<file path="src/rtl/ooo_pkg.sv">
// Shared out-of-order core definitions: ALU control encoding, result-stage
// states and default datapath widths.
package ooo_pkg;

  localparam int XLEN_DEF = 32;
  localparam int TAGW_DEF = 5;

  typedef enum logic [2:0] {
    ALU_ADD = 3'b000,
    ALU_SUB = 3'b001,
    ALU_AND = 3'b010,
    ALU_OR  = 3'b011,
    ALU_SRA = 3'b100,
    ALU_SLT = 3'b101,
    ALU_SRL = 3'b110,
    ALU_XOR = 3'b111
  } alu_op_e;

  typedef enum logic {
    ST_EMPTY = 1'b0,
    ST_FULL  = 1'b1
  } res_state_e;

endpackage

</file>
<file path="src/rtl/alu_issue_arb_if.sv">
// Issue/result bundle between reservation-station ports and the ALU issue
// arbiter. master = requesters + result consumer, slave = the arbiter.
interface alu_issue_arb_if #(
  parameter int NREQ = 4,
  parameter int XLEN = ooo_pkg::XLEN_DEF,
  parameter int TAGW = ooo_pkg::TAGW_DEF
);
  import ooo_pkg::*;

  localparam int SRCW = $clog2(NREQ);

  logic [NREQ-1:0]           req_valid;
  logic [NREQ-1:0]           req_ready;
  logic [NREQ-1:0][2:0]      req_op;
  logic [NREQ-1:0][XLEN-1:0] req_a;
  logic [NREQ-1:0][XLEN-1:0] req_b;
  logic [NREQ-1:0][TAGW-1:0] req_tag;

  logic            res_valid;
  logic            res_ready;
  logic [XLEN-1:0] res_value;
  logic [TAGW-1:0] res_tag;
  logic [SRCW-1:0] res_src;
  logic            res_zero;

  modport master (
    output req_valid, req_op, req_a, req_b, req_tag, res_ready,
    input  req_ready, res_valid, res_value, res_tag, res_src, res_zero
  );

  modport slave (
    input  req_valid, req_op, req_a, req_b, req_tag, res_ready,
    output req_ready, res_valid, res_value, res_tag, res_src, res_zero
  );

endinterface

</file>
<file path="src/rtl/alu_exec.sv">
// Combinational integer ALU: y = a <op> b modulo 2^XLEN, zero = (y == 0).
// Shift amounts use the low clog2(XLEN) bits of b.
module alu_exec import ooo_pkg::*; #(
  parameter int XLEN = XLEN_DEF
) (
  input  logic [XLEN-1:0] a,
  input  logic [XLEN-1:0] b,
  input  alu_op_e         op,
  output logic [XLEN-1:0] y,
  output logic            zero
);

  localparam int SHW = $clog2(XLEN);

  logic [SHW-1:0] w_sh;
  assign w_sh = b[SHW-1:0];

  // operation select
  always_comb begin
    y = '0;
    case (op)
      ALU_ADD: y = a + b;
      ALU_SUB: y = a - b;
      ALU_AND: y = a & b;
      ALU_OR:  y = a | b;
      ALU_SRA: y = $signed(a) >>> w_sh;
      ALU_SLT: y = {{(XLEN-1){1'b0}}, ($signed(a) < $signed(b))};
      ALU_SRL: y = a >> w_sh;
      ALU_XOR: y = a ^ b;
      default: y = '0;
    endcase
  end

  assign zero = (y == '0);

endmodule

</file>
<file path="src/rtl/alu_issue_arb.sv">
// ALU issue arbiter: round-robin grant among NREQ reservation-station ports
// into a single registered result stage (EMPTY/FULL), latency 1.
// Optional feature macro: ALU_ISSUE_PERF_EN adds perf_stall_cnt, a saturating
// count of cycles spent FULL while the result bus is not ready.
module alu_issue_arb import ooo_pkg::*; #(
  parameter int NREQ = 4,
  parameter int XLEN = XLEN_DEF,
  parameter int TAGW = TAGW_DEF
) (
  input  logic                clk,
  input  logic                reset,
  input  logic                flush,
  alu_issue_arb_if.slave      bus
`ifdef ALU_ISSUE_PERF_EN
  ,
  output logic [31:0]         perf_stall_cnt
`endif
);

  localparam int SRCW = $clog2(NREQ);

  res_state_e      r_state, w_state_nxt;
  logic [SRCW-1:0] r_rr_ptr;
  logic [XLEN-1:0] r_res_value;
  logic [TAGW-1:0] r_res_tag;
  logic [SRCW-1:0] r_res_src;
  logic            r_res_zero;

  logic            w_accept;
  logic            w_any;
  logic            w_issue;
  logic [SRCW-1:0] w_gnt_idx;
  logic [XLEN-1:0] w_alu_y;
  logic            w_alu_zero;

  // (base + off) mod NREQ without a divider; off is always < NREQ
  function automatic logic [SRCW-1:0] wrap_idx(input logic [SRCW-1:0] base, input int off);
    int s;
    s = int'(base) + off;
    if (s >= NREQ) s = s - NREQ;
    return SRCW'(s);
  endfunction

  // round-robin search from r_rr_ptr upward, first valid wins
  always_comb begin
    w_any     = 1'b0;
    w_gnt_idx = '0;
    for (int i = 0; i < NREQ; i++) begin
      if (!w_any && bus.req_valid[wrap_idx(r_rr_ptr, i)]) begin
        w_any     = 1'b1;
        w_gnt_idx = wrap_idx(r_rr_ptr, i);
      end
    end
  end

  // FSM state register
  always_ff @(posedge clk or posedge reset) begin
    if (reset) r_state <= ST_EMPTY;
    else       r_state <= w_state_nxt;
  end

  // FSM next state; flush wins over everything
  always_comb begin
    w_state_nxt = r_state;
    case (r_state)
      ST_EMPTY: w_state_nxt = w_issue ? ST_FULL : ST_EMPTY;
      ST_FULL:  w_state_nxt = (w_issue || !bus.res_ready) ? ST_FULL : ST_EMPTY;
      default:  w_state_nxt = ST_EMPTY;
    endcase
    if (flush) w_state_nxt = ST_EMPTY;
  end

  // FSM outputs: accept window and one-hot grant; reset gates grants immediately
  always_comb begin
    w_accept      = (r_state == ST_EMPTY || bus.res_ready) && !flush && !reset;
    w_issue       = w_accept && w_any;
    bus.req_ready = '0;
    if (w_issue) bus.req_ready[w_gnt_idx] = 1'b1;
  end

  alu_exec #(.XLEN(XLEN)) u_exec (
    .a    (bus.req_a[w_gnt_idx]),
    .b    (bus.req_b[w_gnt_idx]),
    .op   (alu_op_e'(bus.req_op[w_gnt_idx])),
    .y    (w_alu_y),
    .zero (w_alu_zero)
  );

  // round-robin pointer advances only on an actual grant
  always_ff @(posedge clk or posedge reset) begin
    if (reset)        r_rr_ptr <= '0;
    else if (w_issue) r_rr_ptr <= wrap_idx(w_gnt_idx, 1);
  end

  // result register: loads on grant, otherwise holds (stable while stalled)
  always_ff @(posedge clk or posedge reset) begin
    if (reset) begin
      r_res_value <= '0;
      r_res_tag   <= '0;
      r_res_src   <= '0;
      r_res_zero  <= 1'b0;
    end else if (w_issue) begin
      r_res_value <= w_alu_y;
      r_res_tag   <= bus.req_tag[w_gnt_idx];
      r_res_src   <= w_gnt_idx;
      r_res_zero  <= w_alu_zero;
    end
  end

  assign bus.res_valid = (r_state == ST_FULL);
  assign bus.res_value = r_res_value;
  assign bus.res_tag   = r_res_tag;
  assign bus.res_src   = r_res_src;
  assign bus.res_zero  = r_res_zero;

`ifdef ALU_ISSUE_PERF_EN
  logic [31:0] r_perf_stall;

  // saturating count of back-pressured cycles
  always_ff @(posedge clk or posedge reset) begin
    if (reset)
      r_perf_stall <= '0;
    else if (r_state == ST_FULL && !bus.res_ready && r_perf_stall != 32'hFFFF_FFFF)
      r_perf_stall <= r_perf_stall + 32'd1;
  end

  assign perf_stall_cnt = r_perf_stall;
`endif

endmodule

</file>
<file path="src/flat_wrapper.sv">
// flat-port wrapper written by rule: the top's interface ports become plain ports
module alu_issue_arb_flat import ooo_pkg::*;
#(
  parameter int NREQ = 4,
  parameter int XLEN = XLEN_DEF,
  parameter int TAGW = TAGW_DEF
)
  (clk, reset, flush, bus_req_valid, bus_req_op, bus_req_a, bus_req_b, bus_req_tag, bus_res_ready, bus_req_ready, bus_res_valid, bus_res_value, bus_res_tag, bus_res_src, bus_res_zero);
  alu_issue_arb_if #(.NREQ(NREQ), .XLEN(XLEN), .TAGW(TAGW)) bus_i ();
  input  logic clk;
  input  logic reset;
  input  logic flush;
  input wire logic [$bits(bus_i.req_valid)-1:0] bus_req_valid;
  input wire logic [$bits(bus_i.req_op)-1:0] bus_req_op;
  input wire logic [$bits(bus_i.req_a)-1:0] bus_req_a;
  input wire logic [$bits(bus_i.req_b)-1:0] bus_req_b;
  input wire logic [$bits(bus_i.req_tag)-1:0] bus_req_tag;
  input wire logic [$bits(bus_i.res_ready)-1:0] bus_res_ready;
  output wire logic [$bits(bus_i.req_ready)-1:0] bus_req_ready;
  output wire logic [$bits(bus_i.res_valid)-1:0] bus_res_valid;
  output wire logic [$bits(bus_i.res_value)-1:0] bus_res_value;
  output wire logic [$bits(bus_i.res_tag)-1:0] bus_res_tag;
  output wire logic [$bits(bus_i.res_src)-1:0] bus_res_src;
  output wire logic [$bits(bus_i.res_zero)-1:0] bus_res_zero;
  assign bus_i.req_valid = bus_req_valid;
  assign bus_i.req_op = bus_req_op;
  assign bus_i.req_a = bus_req_a;
  assign bus_i.req_b = bus_req_b;
  assign bus_i.req_tag = bus_req_tag;
  assign bus_i.res_ready = bus_res_ready;
  assign bus_req_ready = bus_i.req_ready;
  assign bus_res_valid = bus_i.res_valid;
  assign bus_res_value = bus_i.res_value;
  assign bus_res_tag = bus_i.res_tag;
  assign bus_res_src = bus_i.res_src;
  assign bus_res_zero = bus_i.res_zero;
  alu_issue_arb #(.NREQ(NREQ), .XLEN(XLEN), .TAGW(TAGW)) u_core (.clk(clk), .reset(reset), .flush(flush), .bus(bus_i));
endmodule
</file>
<file path="config.mk">
export PLATFORM = sky130hd
export DESIGN_NAME = alu_issue_arb_flat
export DESIGN_NICKNAME = d
export VERILOG_FILES = /design/src/rtl/ooo_pkg.sv /design/src/rtl/alu_issue_arb_if.sv /design/src/rtl/alu_exec.sv /design/src/rtl/alu_issue_arb.sv /design/src/flat_wrapper.sv
export SDC_FILE = /design/constraint.sdc
export NUM_CORES = 1
export LEC_CHECK = 0
export ABC_CLOCK_PERIOD_IN_PS = 6080
export BUFFER_PORTS_ARGS = -buffer_cell sky130_fd_sc_hd__buf_2
export CORE_MARGIN = 3
export CORE_UTILIZATION = 49
export DETAILED_ROUTE_END_ITERATION = 16
export HOLD_SLACK_MARGIN = 0.06
export MAX_ROUTING_LAYER = met4
export PLACE_DENSITY = 0.87
export SYNTH_ARGS = -nofsm -noshare
export SYNTH_HDL_FRONTEND = slang
export SYNTH_SLANG_ARGS = --single-unit
export TNS_END_PERCENT = 50
</file>
<file path="constraint.sdc">
create_clock -name clk -period 6.08 [get_ports clk]
set_input_delay 0.608 -clock clk [delete_from_list [all_inputs] [get_ports clk]]
set_output_delay 0.608 -clock clk [all_outputs]
set_load 0.01 [all_outputs]
</file>
==> metrics.cfg <==
[synth]
synth.yosys.warnings=0
async_reset_ff_share_pct=100
syn_nets=2044
synth_enable_flop_cells=0
synthesis.area_um2=11100
synthesis.instances=1646
syn-mean-instance-area_um2=6.76
ys_seq_elements=43
synth-main-ff-cell=dfrtp_1
proportion_of_synthesized_chip_area_in_sequential_cells_pct=9.67
synth_cell_types=82

[clock_network]
clkLatencyLatePin_ns=0.29
post_cts_buffers=0
clock-root-buffer=clkbuf_16
h-tree-depth=2
cts_hold_repair.buffers=0
path_clk_slew_ns=0.06
cts_tree=done
clock-sinks=43
cts-root-to-sink-buffers=2
cts_made_buffers=5

[pwr]
p_clk_share_pct=3.7
static-leakage-power_nw=7.49
vdd.ir_drop.worst_v=0.000278
internal-power_w=0.00373
power_frac_seq_pct=5.5
switching_part_of_the_total_power_pct=56.7
total_switching_power_w=0.00489
comb_power_share_pct=90.8
pwr_density_cell_nw_per_um2=590

[detailed_routing]
first_iter_violations=1610
postRouteAntennaNets=0
avgRoutedWirePerCell_um=22.8
avgViaCountPerCell=6.24
route.final.wire_length_um=54200
drtPass1Iterations=7
remaining_drc_errors=0
routed-via-count=14819

[place]
final_gp_congestion=1.10
io_buffer_count=340
dpl.hpwl_um=45100
placedCellCount=2366
pre_cts_slack_ns=-0.341

[timing]
report.final.hold_viol_count=0
finalSetupViolCount=1
maxSlewHeadroom_pct=43.0
timing.final.crit_period_ns=6.10
tightestPinTransition_ns=0.837
grt_setup_unrepaired=yes
fin_crit_sh_pct=100
worst_slack_ns=-0.0221
max_clock_freq_ghz=0.164
slew_viol_final=0
fin_worst_skew_ns=0.00814

[final_layout]
final_cells=2376
final_cell_mix=buf_2, nand2_1, buf_4
layout-drive-gt1-share_pct=30.8
layout_net_count=2492
mostFrequentLayoutCell=buf_2
area_growth_pct=31.1

[status]
run_status=complete, but fails checks
failed_checks=setup timing

[global_routing]
grt_pass1_vias=13846
grt-ovfl-total=0
maximum_number_of_pins_on_one_net_before_global_route_repair=52
initial_antenna_violation_count=1
gr-usage-all-layers_pct=42.8
global_route_wire_length_before_repair_um=79000

[floorplan]
ios=341
row_count=54
die_width_um=157
floorplan.die_area_um2=24600
core_um2=22100
start_util_pct=50.4
die_span_in_y_um=157

[critical_path]
critPathKind=flip-flop to flip-flop
worst_ep_arrival_time_ns=6.32
critical-path-top-cell-by-count=buf_4
end_kind=flip-flop
crit_path_cell_trace=mux2i_1 > nor2_1 > or3_4 > buf_4 > buf_4 > mux2i_1 > mux2_2 > ha_1 > nor2_1 > nand2_1 > o21a_1 > o21ai_1 > a221oi_2 > o31ai_1 > a21oi_1 > o21ai_1 > buf_4 > o22a_1 > a21oi_1 > or4_1 > or4_1 > nor4_1 > and4_1 > a32o_1
critical_path_peak_fanout=27
timing.critical_path.from_type=flip-flop
critical_path_required_ns=6.30
timing.critical_path.max_delay_family=simple AND/OR/NAND/NOR gates
critical-path-slowest-cell=or4_1
critical_path.n_buffers_inverters=3
critPathMaxStageDelay_ns=0.58

[run]
maxCapViolCount=0

[worst_hold_path]
worstHoldPathType=flip-flop to flip-flop

==> worst paths after layout <==
path                       slack [ns]  depth (start not counted)                  endpoint                      from
max                             -0.02                         24       u_core.bus.res_zero        u_core.r_rr_ptr[1]
min                              0.47                          2  u_core.bus.res_value[18]  u_core.bus.res_value[18]
max reg2reg                     -0.02                         24       u_core.bus.res_zero        u_core.r_rr_ptr[1]
min reg2reg                      0.47                          2  u_core.bus.res_value[18]  u_core.bus.res_value[18]
max in group asynchronous        5.21                          3  u_core.bus.res_value[14]                     reset
min in group asynchronous        0.48                          3      u_core.bus.res_valid                     reset
==> kinds of logic (layout without fill, tap and decap cells) <==
kind of cell | after synthesis | count (layout) | synth area share [%]
AO/OA/AOI/OAI | 434 | 434 | 25.4
XOR/XNOR | 29 | 29 | 2.28
adder cells (fa/ha/maj) | 102 | 102 | 11.6
buffers and inverters | 213 | 662 | 8.23
flip-flops | 43 | 43 | 9.67
multiplexers | 180 | 180 | 17.1
other | 0 | 1 | 0
AND/OR/NAND/NOR | 645 | 645 | 25.7
==> what timing repair did <==
action | in CTS | in global routing
gates cloned | 1 | 0
endpoints found under the setup margin | 1 | 2
resized for setup | 4 | 7
pin swaps | 0 | 1
==> area by class of cell <==
type	count	area (um2)
Multi-Input combinational cell	1390	9220
Fill cell	1991	7490
Timing Repair Buffer	559	3410
Sequential cell	43	1080
Inverter	94	363
Tap cell	280	350
Clock buffer	6	139
Clock inverter	2	35.0
Timing Repair inverter	1	6.26
Antenna cell	1	2.50
==> sequential cells by signal, summed over array words and instances (netlist names) <==
signal and flops:
u_core.r_rr_ptr 2, u_core.bus.res_zero 1, u_core.bus.res_src 2, u_core.bus.res_tag 5, u_core.bus.res_value 32, u_core.bus.res_valid 1
==> synth_stat cells, types with 6 or more instances <==
library cell	number	area [um2]
a22oi_1	11	82.6
ha_1	100	1250
a211oi_1	21	158
a31oi_1	16	100
or4_1	6	45.0
o31ai_1	8	60.1
or3_1	11	68.8
mux2i_1	134	1340
dfrtp_1	43	1080
buf_1	14	52.6
and2_1	33	206
xnor2_1	26	228
o211ai_1	18	135
buf_2	19	95.1
mux2_2	40	450
nand2b_1	7	43.8
a32oi_1	7	61.3
clkbuf_1	68	255
inv_1	87	327
buf_4	10	75.1
nand3_1	82	410
a21oi_1	119	596
o21ai_0	72	360
nor3_1	36	180
o21bai_1	15	113
nor2b_1	8	50.1
o22ai_1	53	332
nor4_1	15	93.8
nand2_1	286	1070
a221oi_1	12	105
a21o_1	14	105
buf_6	6	67.6
nor2_1	139	522
==> routing by layer <==
layer / part of all wire (%) / vias to the layer above / track usage (%)
met5: 0 / - / -
met4: 4.9 / 0 / 16.6
met2: 44 / 1017 / 66.3
met1: 39 / 6878 / 53.8
met3: 12 / 153 / 10.4
li1: - / 6771 / -
==> per-stage QoR <==
| step | total power (W) | util (%) | area [um2] | TNS [ns] | hold slack, ns |
|---|---|---|---|---|---|
| floorplan | 0.00489 | - | 11100 | 0 | 0.514 |
| global placement | 0.00787 | 65.1 | 14400 | -0.278 | 0.456 |
| detailed placement | 0.00793 | 65.1 | 14400 | -0.421 | 0.458 |
| CTS | 0.00830 | 65.9 | 14600 | 0 | 0.477 |
| global route | 0.00909 | 66.1 | 14600 | -0.337 | 0.513 |
| finish | 0.00862 | 66.1 | 14600 | -0.0221 | 0.472 |
==> tightest hold or removal path, delay by kind of cell (launching register included) <==
kind             cells  cell delay [ns]
flip-flops           1             0.34
AND/OR/NAND/NOR      2             0.10
==> power groups by stage <==
stage	Sequential, W	Combinational (W)	Clock (W)
after global placement	0.000471	0.00740	0
after global routing	0.000486	0.00827	0.000331
after CTS	0.000473	0.00751	0.000320
after floorplan	0.000522	0.00437	0
after detailed placement	0.000476	0.00746	0
final	0.000476	0.00782	0.000319
Power figures use the tool's default switching activity.
